`config.mk`:
```
export PLATFORM = sky130hd
export DESIGN_NAME = alu_pipe
export DESIGN_NICKNAME = d
export VERILOG_FILES = /design/src/rtl/alu_pipe.sv
export SDC_FILE = /design/constraint.sdc
export NUM_CORES = 1
export LEC_CHECK = 0
export ABC_AREA = 1
export CELL_PAD_IN_SITES_DETAIL_PLACEMENT = 2
export CELL_PAD_IN_SITES_GLOBAL_PLACEMENT = 2
export CORE_AREA = 2 2 204 206
export CTS_CLUSTER_SIZE = 30
export DETAILED_ROUTE_END_ITERATION = 7
export DIE_AREA = 0 0 206 208
export GPL_ROUTABILITY_DRIVEN = 0
export PLACE_DENSITY_LB_ADDON = 0.1
export SYNTH_ARGS = -nofsm -noshare
export SYNTH_HDL_FRONTEND = slang
export SYNTH_SLANG_ARGS = --single-unit
```
`constraint.sdc`:
```
create_clock -name clk -period 3.4 [get_ports clk]
set_input_delay 0.85 -clock clk [delete_from_list [all_inputs] [get_ports clk]]
set_output_delay 0.85 -clock clk [all_outputs]
set_load 0.005 [all_outputs]
```
`src/rtl/alu_pipe.sv`:
```
// alu_pipe: single-issue ALU with a registered result stage and an optional
// iterative shift-add multiplier.
//
// Ports:
//   clk, rst                  rising-edge clock, synchronous active-low reset
//   in_valid/in_ready         request handshake (op, src1, src2, in_tag)
//   out_valid/out_ready       response handshake (result, zero, ovf, err, out_tag)
//
// Configuration macro: ALU_PIPE_MUL_EN
//   defined   -> op 10 (MUL) runs on a DATA_W-cycle shift-add multiplier
//   undefined -> no multiplier hardware; op 10 is reported as illegal
module alu_pipe #(
  parameter int unsigned DATA_W = 32,
  parameter int unsigned TAG_W  = 4
) (
  input  logic              clk,
  input  logic              rst,
  input  logic              in_valid,
  output logic              in_ready,
  input  logic [3:0]        op,
  input  logic [DATA_W-1:0] src1,
  input  logic [DATA_W-1:0] src2,
  input  logic [TAG_W-1:0]  in_tag,
  output logic              out_valid,
  input  logic              out_ready,
  output logic [DATA_W-1:0] result,
  output logic              zero,
  output logic              ovf,
  output logic              err,
  output logic [TAG_W-1:0]  out_tag
);

  localparam int unsigned SH_W = $clog2(DATA_W);
  localparam int unsigned MSB  = DATA_W - 1;

  localparam logic [3:0] OP_ADD  = 4'd0;
  localparam logic [3:0] OP_SUB  = 4'd1;
  localparam logic [3:0] OP_SLL  = 4'd2;
  localparam logic [3:0] OP_SLT  = 4'd3;
  localparam logic [3:0] OP_XOR  = 4'd4;
  localparam logic [3:0] OP_SRL  = 4'd5;
  localparam logic [3:0] OP_OR   = 4'd6;
  localparam logic [3:0] OP_AND  = 4'd7;
  localparam logic [3:0] OP_SRA  = 4'd8;
  localparam logic [3:0] OP_SLTU = 4'd9;
`ifdef ALU_PIPE_MUL_EN
  localparam logic [3:0] OP_MUL  = 4'd10;
`endif

  typedef enum logic [1:0] {
    IDLE = 2'd0,
    MUL  = 2'd1,
    HOLD = 2'd2
  } state_t;

  state_t              state_q, state_d;
  logic                out_valid_q, out_valid_d;
  logic [DATA_W-1:0]   result_q, result_d;
  logic                zero_q, zero_d;
  logic                ovf_q, ovf_d;
  logic                err_q, err_d;
  logic [TAG_W-1:0]    tag_q, tag_d;

`ifdef ALU_PIPE_MUL_EN
  logic [SH_W-1:0]     cnt_q, cnt_d;
  logic [DATA_W-1:0]   mcand_q, mcand_d;
  logic [DATA_W-1:0]   mplier_q, mplier_d;
  logic [DATA_W-1:0]   acc_q, acc_d;
  logic [DATA_W-1:0]   mul_next;
`endif

  logic [SH_W-1:0]     shamt;
  logic [DATA_W-1:0]   sum, diff;
  logic [DATA_W-1:0]   alu_res;
  logic                alu_ovf, alu_err, is_mul;
  logic                accept;

  // A new request is only taken when the output register is free or being drained.
  assign in_ready = rst && ((state_q == IDLE) || ((state_q == HOLD) && out_ready));
  assign accept   = in_valid && in_ready;

  // Single-cycle ALU operating on the live request inputs.
  always_comb begin
    shamt   = src2[SH_W-1:0];
    sum     = src1 + src2;
    diff    = src1 - src2;
    alu_res = '0;
    alu_ovf = 1'b0;
    alu_err = 1'b0;
    is_mul  = 1'b0;
    case (op)
      OP_ADD: begin
        alu_res = sum;
        alu_ovf = (src1[MSB] == src2[MSB]) && (sum[MSB] != src1[MSB]);
      end
      OP_SUB: begin
        alu_res = diff;
        alu_ovf = (src1[MSB] != src2[MSB]) && (diff[MSB] != src1[MSB]);
      end
      OP_SLL:  alu_res = src1 << shamt;
      OP_SLT:  alu_res = DATA_W'($signed(src1) < $signed(src2));
      OP_XOR:  alu_res = src1 ^ src2;
      OP_SRL:  alu_res = src1 >> shamt;
      OP_OR:   alu_res = src1 | src2;
      OP_AND:  alu_res = src1 & src2;
      OP_SRA:  alu_res = $signed(src1) >>> shamt;
      OP_SLTU: alu_res = DATA_W'(src1 < src2);
`ifdef ALU_PIPE_MUL_EN
      OP_MUL:  is_mul = 1'b1;
`endif
      default: alu_err = 1'b1;
    endcase
  end

`ifdef ALU_PIPE_MUL_EN
  // One multiplier bit per cycle: add the shifted multiplicand when the current bit is set.
  assign mul_next = acc_q + (mplier_q[0] ? mcand_q : '0);
`endif

  // Next-state and output-register logic.
  always_comb begin
    state_d     = state_q;
    out_valid_d = out_valid_q;
    result_d    = result_q;
    zero_d      = zero_q;
    ovf_d       = ovf_q;
    err_d       = err_q;
    tag_d       = tag_q;
`ifdef ALU_PIPE_MUL_EN
    cnt_d       = cnt_q;
    mcand_d     = mcand_q;
    mplier_d    = mplier_q;
    acc_d       = acc_q;
`endif
    case (state_q)
      IDLE, HOLD: begin
        if (accept) begin
          tag_d = in_tag;
          if (is_mul) begin
            state_d     = MUL;
            out_valid_d = 1'b0;
`ifdef ALU_PIPE_MUL_EN
            cnt_d       = '0;
            mcand_d     = src1;
            mplier_d    = src2;
            acc_d       = '0;
`endif
          end else begin
            state_d     = HOLD;
            out_valid_d = 1'b1;
            result_d    = alu_res;
            zero_d      = (alu_res == '0);
            ovf_d       = alu_ovf;
            err_d       = alu_err;
          end
        end else if ((state_q == HOLD) && out_ready) begin
          state_d     = IDLE;
          out_valid_d = 1'b0;
        end
      end
`ifdef ALU_PIPE_MUL_EN
      MUL: begin
        acc_d    = mul_next;
        mcand_d  = mcand_q << 1;
        mplier_d = mplier_q >> 1;
        cnt_d    = cnt_q + SH_W'(1);
        if (cnt_q == SH_W'(DATA_W - 1)) begin
          state_d     = HOLD;
          out_valid_d = 1'b1;
          result_d    = mul_next;
          zero_d      = (mul_next == '0);
          ovf_d       = 1'b0;
          err_d       = 1'b0;
        end
      end
`endif
      default: begin
        state_d     = IDLE;
        out_valid_d = 1'b0;
      end
    endcase
  end

  // State and output registers, synchronous active-low reset.
  always_ff @(posedge clk) begin
    if (!rst) begin
      state_q     <= IDLE;
      out_valid_q <= 1'b0;
      result_q    <= '0;
      zero_q      <= 1'b0;
      ovf_q       <= 1'b0;
      err_q       <= 1'b0;
      tag_q       <= '0;
`ifdef ALU_PIPE_MUL_EN
      cnt_q       <= '0;
      mcand_q     <= '0;
      mplier_q    <= '0;
      acc_q       <= '0;
`endif
    end else begin
      state_q     <= state_d;
      out_valid_q <= out_valid_d;
      result_q    <= result_d;
      zero_q      <= zero_d;
      ovf_q       <= ovf_d;
      err_q       <= err_d;
      tag_q       <= tag_d;
`ifdef ALU_PIPE_MUL_EN
      cnt_q       <= cnt_d;
      mcand_q     <= mcand_d;
      mplier_q    <= mplier_d;
      acc_q       <= acc_d;
`endif
    end
  end

  assign out_valid = out_valid_q;
  assign result    = result_q;
  assign zero      = zero_q;
  assign ovf       = ovf_q;
  assign err       = err_q;
  assign out_tag   = tag_q;

endmodule

```
==> results.md, run 1 <==
* Syn_nets at 2527
* Placed wire-length estimate after detailed placement at 78600 um
* Ys Warns at 0
* Number of gates resized after cts at 530
* Count of buffers added by post-CTS timing repair for setup at 34
* Post-synthesis cell type count at 48
* Clock buffer count from CTS at 5
* Port bufs at 116
* Main combinational cell family by area after synthesis: simple AND/OR/NAND/NOR gates
* Post-synthesis sequential element count at 40
* Outcome: aborted with a tool error
* Number of rows created at floorplan at 74
* Register area share after synthesis at 0.0667
* Share of cell area taken by muxes after synthesis at 0
* Max H-tree Level at 2
* Chip Height at 208 um
* Cell type contributing the most total cell area after synthesis: nand2_1
* Post-Synthesis Cell Area at 12000 um2
* Io pins at 117
* Maximum clock path buffer count at 2
* Portion of synthesized cell area occupied by the leading cell type at 0.254
* Step where the flow halted: 4_1_cts
* Synth Area in Adders at 0.104
* Initial core utilization at 0.296
* # clock sinks at 40
* Fraction of the mapped netlist area in compound gates at 0.105
* Synth Area in XOR/XNOR at 0.00219
* Number of instances in the synthesized netlist at between 2000 and 2500
* Avg Inst Size Synth at 5.10 um2
* Number of hold buffers added after CTS at 0
* Error that halted the flow: [ERROR DPL-0033] detailed placement checks failed during check placement.
* Largest cells by area after synthesis: nand2_1 25%, nand3_1 17%, ha_1 10%
* Cell at the root of the clock tree: clkbuf_16
* Cell count after placement at 3393
* Post-synthesis simple-gate area fraction at 0.566
* Overall die width at 206 um
-- synth_stat cells, drive strengths merged --
cell type	n
nand2	847
nand3	428
inv	329
nor2	211
ha	97
a21oi	84
buf	83
o21ai	83
dfxtp	40
nor3	25
nand4	20
clkbuf	19
o22ai	18
and2	11
o211ai	10
o21bai	8
a211oi	5
a31oi	5
a22o	4
nor4	4
o2111ai	4
nand3b	3
or2	3
xor2	3
and3	2
fa	2
a22oi	1
nor3b	1
o21a	1
o221ai	1
-- cell families after synthesis --
family                     count (synthesis)
adders and majority gates                 99
DFF                                       40
and+or+nand+nor                         1555
AOI/OAI and AO/OA                        224
xor gates and xnor gates                   3
buffers and inverters                    431
-- through the flow --
| stage | setup WS, ns | area, um2 |
|---|---|---|
| 3_3_place_gp | -0.767 | 17000 |
| 2_1_floorplan | 0.217 | 12000 |
| 3_5_place_dp | -0.943 | 17000 |
==> run 2, diff against run 1 <==
==> config.mk (replaced) <==
export PLATFORM = sky130hd
export DESIGN_NAME = alu_pipe
export DESIGN_NICKNAME = d
export VERILOG_FILES = /design/src/rtl/alu_pipe.sv
export SDC_FILE = /design/constraint.sdc
export NUM_CORES = 1
export LEC_CHECK = 0
export ABC_AREA = 1
export CORE_AREA = 2 2 248 250
export DETAILED_ROUTE_END_ITERATION = 7
export DIE_AREA = 0 0 250 252
export GPL_ROUTABILITY_DRIVEN = 0
export PLACE_DENSITY_LB_ADDON = 0.15
export SYNTH_ARGS = -nofsm -noshare
export SYNTH_HDL_FRONTEND = slang
export SYNTH_SLANG_ARGS = --single-unit
==> results.md, run 2 <==
* Outcome: complete, no violations
* Aggregate global-route resource usage at 0.229
* Clock buffer count from CTS at 5 (unchanged)
* Register area share after synthesis at 0.0667 (unchanged)
* Number of flip-flops in the largest register at 32
* Post-Place Worst Slack at -0.934 ns (+0.00909 ns)
* Cell type contributing the most total cell area after synthesis: nand2_1
* Core area at between 60000 and 70000 um2
* Port bufs at 116 (unchanged)
* Final routed wirelength across all metal layers at approximately 74000 um
* Final Skew at between 0.002 and 0.0025 ns
* Largest net degree at the start of global routing at 72
* Portion of synthesized cell area occupied by the leading cell type at 0.254 (unchanged)
* Commonest cells after routing, fill and taps aside: 742 x nand2_1, 506 x buf_4, 398 x nand3_1, 284 x inv_1, 122 x nor2_1
* Leakage dissipation at 0.0102 uW
* Number of instances in the synthesized netlist at 2352 (unchanged)
* Time the final worst path needs with I/O delays and setup at 3.36 ns
* Highest Clock Rate at just under 0.3 GHz
* Maximum clock path buffer count at 2 (unchanged)
* Number of inserted filler cells in the final layout at 6888
* Ys flop type: dfxtp_1
* Initial core utilization at 0.200 (-0.0964)
* Chip Height at 252 um (+21%)
* Largest cells by area after synthesis: nand2_1 25%, nand3_1 17%, ha_1 10%
* Worst-skew pair later-pin latency at roughly 0.28 ns
* Layout cells sized above 1 at 0.310
* Net count, final at 3080
* Total of endpoints with negative setup slack in the final report at 0
* Worst Setup Slack, final at 0.0431 ns
* Via-to-Cell Ratio at 4.77
* Worst setup path startpoint: src1[24]
* Overall die width at 250 um (+21%)
* Number of routed nets with antenna violations at 0
* Post-Synthesis Cell Area at 12000 um2 (unchanged)
* First-pass GRT wire length at 108000 um
* Async S/R FF share, synth at 0 (unchanged)
* Period utilisation layout at 0.987
* Element type at the critical path end: flip-flop
* Worst-Margin Slew at approximately 0.7 ns
* Vias post-DR at between 15000 and 20000
* Max H-tree Level at 2 (unchanged)
* R2R setup slack at 1.66 ns
* Worst voltage drop across the vdd grid at 0.000174 V
* Setup TNS at 0 ns
* Kind of launch point of the worst setup path: input pin
* Die Outline Area at 63000 um2
* 1st-iter DRT viols at 1423
* Worst hold path class: reg2reg
* Remaining Overflow, GRT at 0
* Post-route DRC violation count at 0
* Avg Inst Size Synth at 5.10 um2 (unchanged)
* Number of rows created at floorplan at 90 (+22%)
* Fin. Hold Viols at 0
* Clock tree from TritonCTS: yes
* Largest driver fanout on the critical path at 6
* Unrepaired setup endpoints after global routing: true
* Detailed-routing iteration count for the pre-antenna-repair pass at 6
* CTS clk-pin slew, worst paths at 0.06 ns
* Placed wire-length estimate after detailed placement at 63100 um (-20%)
* Number of antenna violations at the first check in global routing at 0
* WP data required at 3.63 ns
* Ys Warns at 0 (unchanged)
* Post-synthesis cell type count at 48 (unchanged)
* Most frequent cell after synthesis: nand2_1
* Final Max Tran Viols at 0
* Post-synthesis sequential element count at 40 (unchanged)
* Post-synthesis to final-layout area growth at 59.8%
* Worst flop-to-flop path startpoint: state_q[1]
* Number of global-route vias before repair at 17390
* Number of synthesized flops with an enable pin at 0 (unchanged)
* Syn_nets at 2527 (unchanged)
* # clock sinks at 40 (unchanged)
* Start-to-end type of the worst setup path: in2reg
* Max-cap check violation count at 0
* Leading cell types by count after synthesis: 812 x nand2_1, 419 x nand3_1, 313 x inv_1
* Power density cells at around 210 nW/um2
* Most common cell after layout, fill and taps aside: nand2_1
* Hold path startpoint: result[18]
* Io pins at 117 (unchanged)
* Wire length per cell at 20.1 um
* Number of diodes added for antenna fixing at 0
* Cell at the root of the clock tree: clkbuf_16
* Worst slew slack as a fraction of its limit at 0.534
* Worst Path Arrival at 3.58 ns
-- run 2: cell counts after synthesis --
Identical to the previous run, type by type.
-- run 2: final timing paths --
path,end,cells past startpoint
max,zero,21
min,result[18],2
max reg2reg,result[8],7
min reg2reg,result[18],2
-- run 2: repair_timing --
item,4_1_cts,5_1_grt
buffers inserted,6,14
endpoints found under the setup margin,22,7
resized for setup,181,264
pin swaps,10,61
hold buffers,0,0
-- run 2: power by group --
group / switching, uW / total (uW) / internal (uW)
clock: 190 / 606 / 416
combinational: 1730 / 2960 / 1230
sequential: 17.6 / 519 / 501
-- run 2: layout make-up --
type / count / area (um2) / share of cell area
Inverter: 329 / 1240 / 0.0649
Tap cell: 782 / 978 / 0.0510
Clock buffer: 5 / 125 / 0.00652
Clock inverter: 2 / 60.1 / 0.00313
Sequential cell: 40 / 801 / 0.0418
Timing Repair Buffer: 648 / 5350 / 0.279
Multi-Input combinational cell: 1881 / 10600 / 0.554
-- run 2: worst max-delay path, cell delays in order --
cell and delay, ns:
dlygate4sd2_1 0.43, inv_1 0.14, ha_4 0.35, nand2_2 0.11
buf_4 0.15, inv_1 0.07, buf_4 0.11, nand3_2 0.11
nor2_2 0.14, nand2_2 0.11, nand2_1 0.08, nand2_1 0.05
nand3_1 0.07, nand2_2 0.08, nor2_4 0.13, nand2_1 0.09
nor2_1 0.11, nand2_1 0.09, nor2_2 0.14, nand3_1 0.09
nand2_1 0.06
-- run 2: kinds of logic after synthesis --
logic type | Yosys count | synth area share
adders and majority gates | 99 | 0.104
buffers and inverters | 431 | 0.156
xor gates and xnor gates | 3 | 0.00219
AOI/OAI and AO/OA | 224 | 0.105
DFF | 40 | 0.0667
and+or+nand+nor | 1555 | 0.566
-- run 2: metal layers --
| metal | routed length [um] | track usage | part of all wire |
|---|---|---|---|
| met5 | 0 | 0 | 0 |
| met3 | 3530 | 0.0113 | 0.048 |
| met4 | 2740 | 0.0801 | 0.037 |
| met1 | 33000 | 0.306 | 0.45 |
| met2 | 34800 | 0.390 | 0.47 |
-- run 2: through the flow --
step / power [uW] / hold slack [ns] / cells / instance area, um2 / utilization
2_1_floorplan: 1750 / 0.448 / 2352 / 12000 / -
4_1_cts: 3890 / 0.465 / 3673 / 18300 / 0.304
3_5_place_dp: 3130 / 0.449 / 3660 / 17500 / 0.291
6_report: 4080 / 0.459 / 3687 / 19200 / 0.319
3_3_place_gp: 3140 / 0.447 / 3660 / 17500 / 0.291
5_1_grt: 4350 / 0.490 / 3687 / 19200 / 0.319
Power figures use the tool's default switching activity.
==> run 3, diff against run 2 <==
--- a/config.mk
+++ b/config.mk
@@ -11,6 +11,7 @@
 export DIE_AREA = 0 0 250 252
 export GPL_ROUTABILITY_DRIVEN = 0
 export PLACE_DENSITY_LB_ADDON = 0.15
+export SKIP_CTS_REPAIR_TIMING = 1
 export SYNTH_ARGS = -nofsm -noshare
 export SYNTH_HDL_FRONTEND = slang
 export SYNTH_SLANG_ARGS = --single-unit
==> results.md, run 3 (synthesis results as in run 2) <==
* Worst setup path startpoint: src1[3]
* Number of antenna violations at the first check in global routing at 0 (unchanged)
* Detailed-routing iteration count for the pre-antenna-repair pass at 7 (+1)
* Commonest cells after routing, fill and taps aside: 740 x nand2_1, 509 x buf_4, 397 x nand3_1, 286 x inv_1, 123 x nor2_1
* Max-cap check violation count at 0 (unchanged)
* Worst hold path class: reg2reg
* Post-Place Worst Slack at -0.934 ns (unchanged)
* Outcome: complete, no violations
* Worst slew slack as a fraction of its limit at 0.533 (-0.000916)
* Net count, final at 3080 (unchanged)
* Io pins at 117 (unchanged)
* Worst Path Arrival at 3.50 ns (-0.08 ns)
* First-pass GRT wire length at 107000 um (-0.92%)
* Power density cells at 212 nW/um2 (-0.54%)
* Max H-tree Level at 2 (unchanged)
* Element type at the critical path end: flip-flop
* CP endpoint: zero
* Final Skew at 0.00240 ns (+0.0000475 ns)
* Combined area of the multi-input logic cells at 10600 um2 (+0.11%)
* Chip Height at 252 um (unchanged)
* Number of diodes added for antenna fixing at 0 (unchanged)
* Kind of launch point of the worst setup path: input pin
* CTS clk-pin slew, worst paths at 0.06 ns (about the same)
* Worst flop-to-flop path startpoint: state_q[1]
* Overall die width at 250 um (unchanged)
* Final routed wirelength across all metal layers at 74000 um (about the same)
* Port bufs at 116 (unchanged)
* Post-synthesis to final-layout area growth at 60.7%
* Number of flip-flops in the largest register at 32 (unchanged)
* Cell count after placement at 3660 (unchanged)
* Design area at 19300 um2 (+0.56%)
* Cell area after placement at 17500 um2 (unchanged)
* 1st-iter DRT viols at 1469 (+3.2%)
* Total of endpoints with negative setup slack in the final report at 0 (unchanged)
* Post-route DRC violation count at 0 (unchanged)
* Worst Setup Slack, final at 0.122 ns (+0.0792 ns)
* Most common cell after layout, fill and taps aside: nand2_1
* Number of inserted filler cells in the final layout at 6868 (-0.29%)
* Start-to-end type of the worst setup path: in2reg
* Worst-skew pair later-pin latency at 0.28 ns (about the same)
* Leakage dissipation at 0.0104 uW (+1.9%)
* Cell at the root of the clock tree: clkbuf_16
* WP data required at 3.63 ns (about the same)
* Worst voltage drop across the vdd grid at 0.000175 V (+0.51%)
* Number of global-route vias before repair at 17228 (-0.93%)
* Post-layout instance count excluding filler cells at 3687 (unchanged)
* Time the final worst path needs with I/O delays and setup at 3.28 ns (-0.0792 ns)
* Highest Clock Rate at 0.305 GHz (+2.4%)
* Number of cells traversed by the worst register-to-register path at 7 (unchanged)
* Initial core utilization at 0.200 (unchanged)
* Via-to-Cell Ratio at 4.78 (+0.20%)
* Fin. Hold Viols at 0 (unchanged)
* # clock sinks at 40 (unchanged)
* Setup TNS at 0 ns (unchanged)
* Largest net degree at the start of global routing at 72 (unchanged)
* Reg-to-reg endpoint: result[8]
* Core area at 60100 um2 (unchanged)
* Period utilisation layout at 0.964 (-0.0233)
* Placed wire-length estimate after detailed placement at 63100 um (unchanged)
* Number of routed nets with antenna violations at 0 (unchanged)
* Reg area at 801 um2 (unchanged)
* Vias post-DR at 17608 (+0.20%)
* Final Max Tran Viols at 0 (unchanged)
* Die Outline Area at 63000 um2 (unchanged)
* Clock buffer count from CTS at 5 (unchanged)
* Wire length per cell at 20.1 um (about the same)
* Layout cells sized above 1 at 0.308 (-0.00207)
* Remaining Overflow, GRT at 0 (unchanged)
* Maximum clock path buffer count at 2 (unchanged)
* Clock tree from TritonCTS: yes
* Number of rows created at floorplan at 90 (unchanged)
* Aggregate global-route resource usage at 0.227 (-0.00176)
* Worst-Margin Slew at 0.700 ns (+0.00137 ns)
* Largest driver fanout on the critical path at 4 (-2)
* R2R setup slack at 1.66 ns (about the same)
## run 3: final cells by class
| class | instances | area share |
|---|---|---|
| clock buffers | 5 | 0.00649 |
| flip-flops and latches | 40 | 0.0415 |
| repair buffers | 648 | 0.282 |
| inverters | 329 | 0.0644 |
| multi-input cells | 1881 | 0.551 |
| well taps | 782 | 0.0507 |
| clock inverters | 2 | 0.00311 |
## run 3: routing by layer
layer	wire, um	GRT usage
met1	33000	0.302
met2	34400	0.386
met3	3720	0.0138
met4	2900	0.0809
met5	0	0
## run 3: worst min-delay path by stage
stage                  to  cells past startpoint  slack (ns)  startpoint
4_1_cts        result[18]                      2        0.47  result[18]
3_5_place_dp   result[18]                      2        0.45  result[18]
2_1_floorplan        zero                      2        0.45        zero
5_1_grt        result[16]                      2        0.49  result[16]
6_report       result[24]                      2        0.46  result[24]
3_3_place_gp   result[23]                      2        0.45  result[23]
## run 3: worst max-delay path, cell delays in order
cell,delay (ns)
clkdlybuf4s50_1,0.44
buf_4,0.17
ha_1,0.23
nand2_1,0.09
nand2_2,0.07
inv_1,0.07
nand2_1,0.05
nand2_1,0.05
nand3b_1,0.23
buf_6,0.21
nand2_4,0.07
nand3_1,0.09
nand3_1,0.11
nand2_2,0.08
nor2_2,0.15
nand2_1,0.08
nor2_1,0.09
nand2_1,0.08
nor2_2,0.13
nand3_1,0.09
nand2_1,0.06
## run 3: metrics by stage
| stage | utilization | total power [uW] | hold WS [ns] |
|---|---|---|---|
| finish | 0.321 | 4080 | 0.461 |
| global route | 0.321 | 4350 | 0.490 |
| CTS | 0.294 | 3760 | 0.465 |
| detailed placement | 0.291 | 3130 | 0.449 |
| global placement | 0.291 | 3140 | 0.447 |
| floorplan | - | 1750 | 0.448 |
## run 3: where the power goes
group / internal, uW / switching (uW)
combinational: 1230 / 1720
clock: 416 / 190
sequential: 501 / 17.6
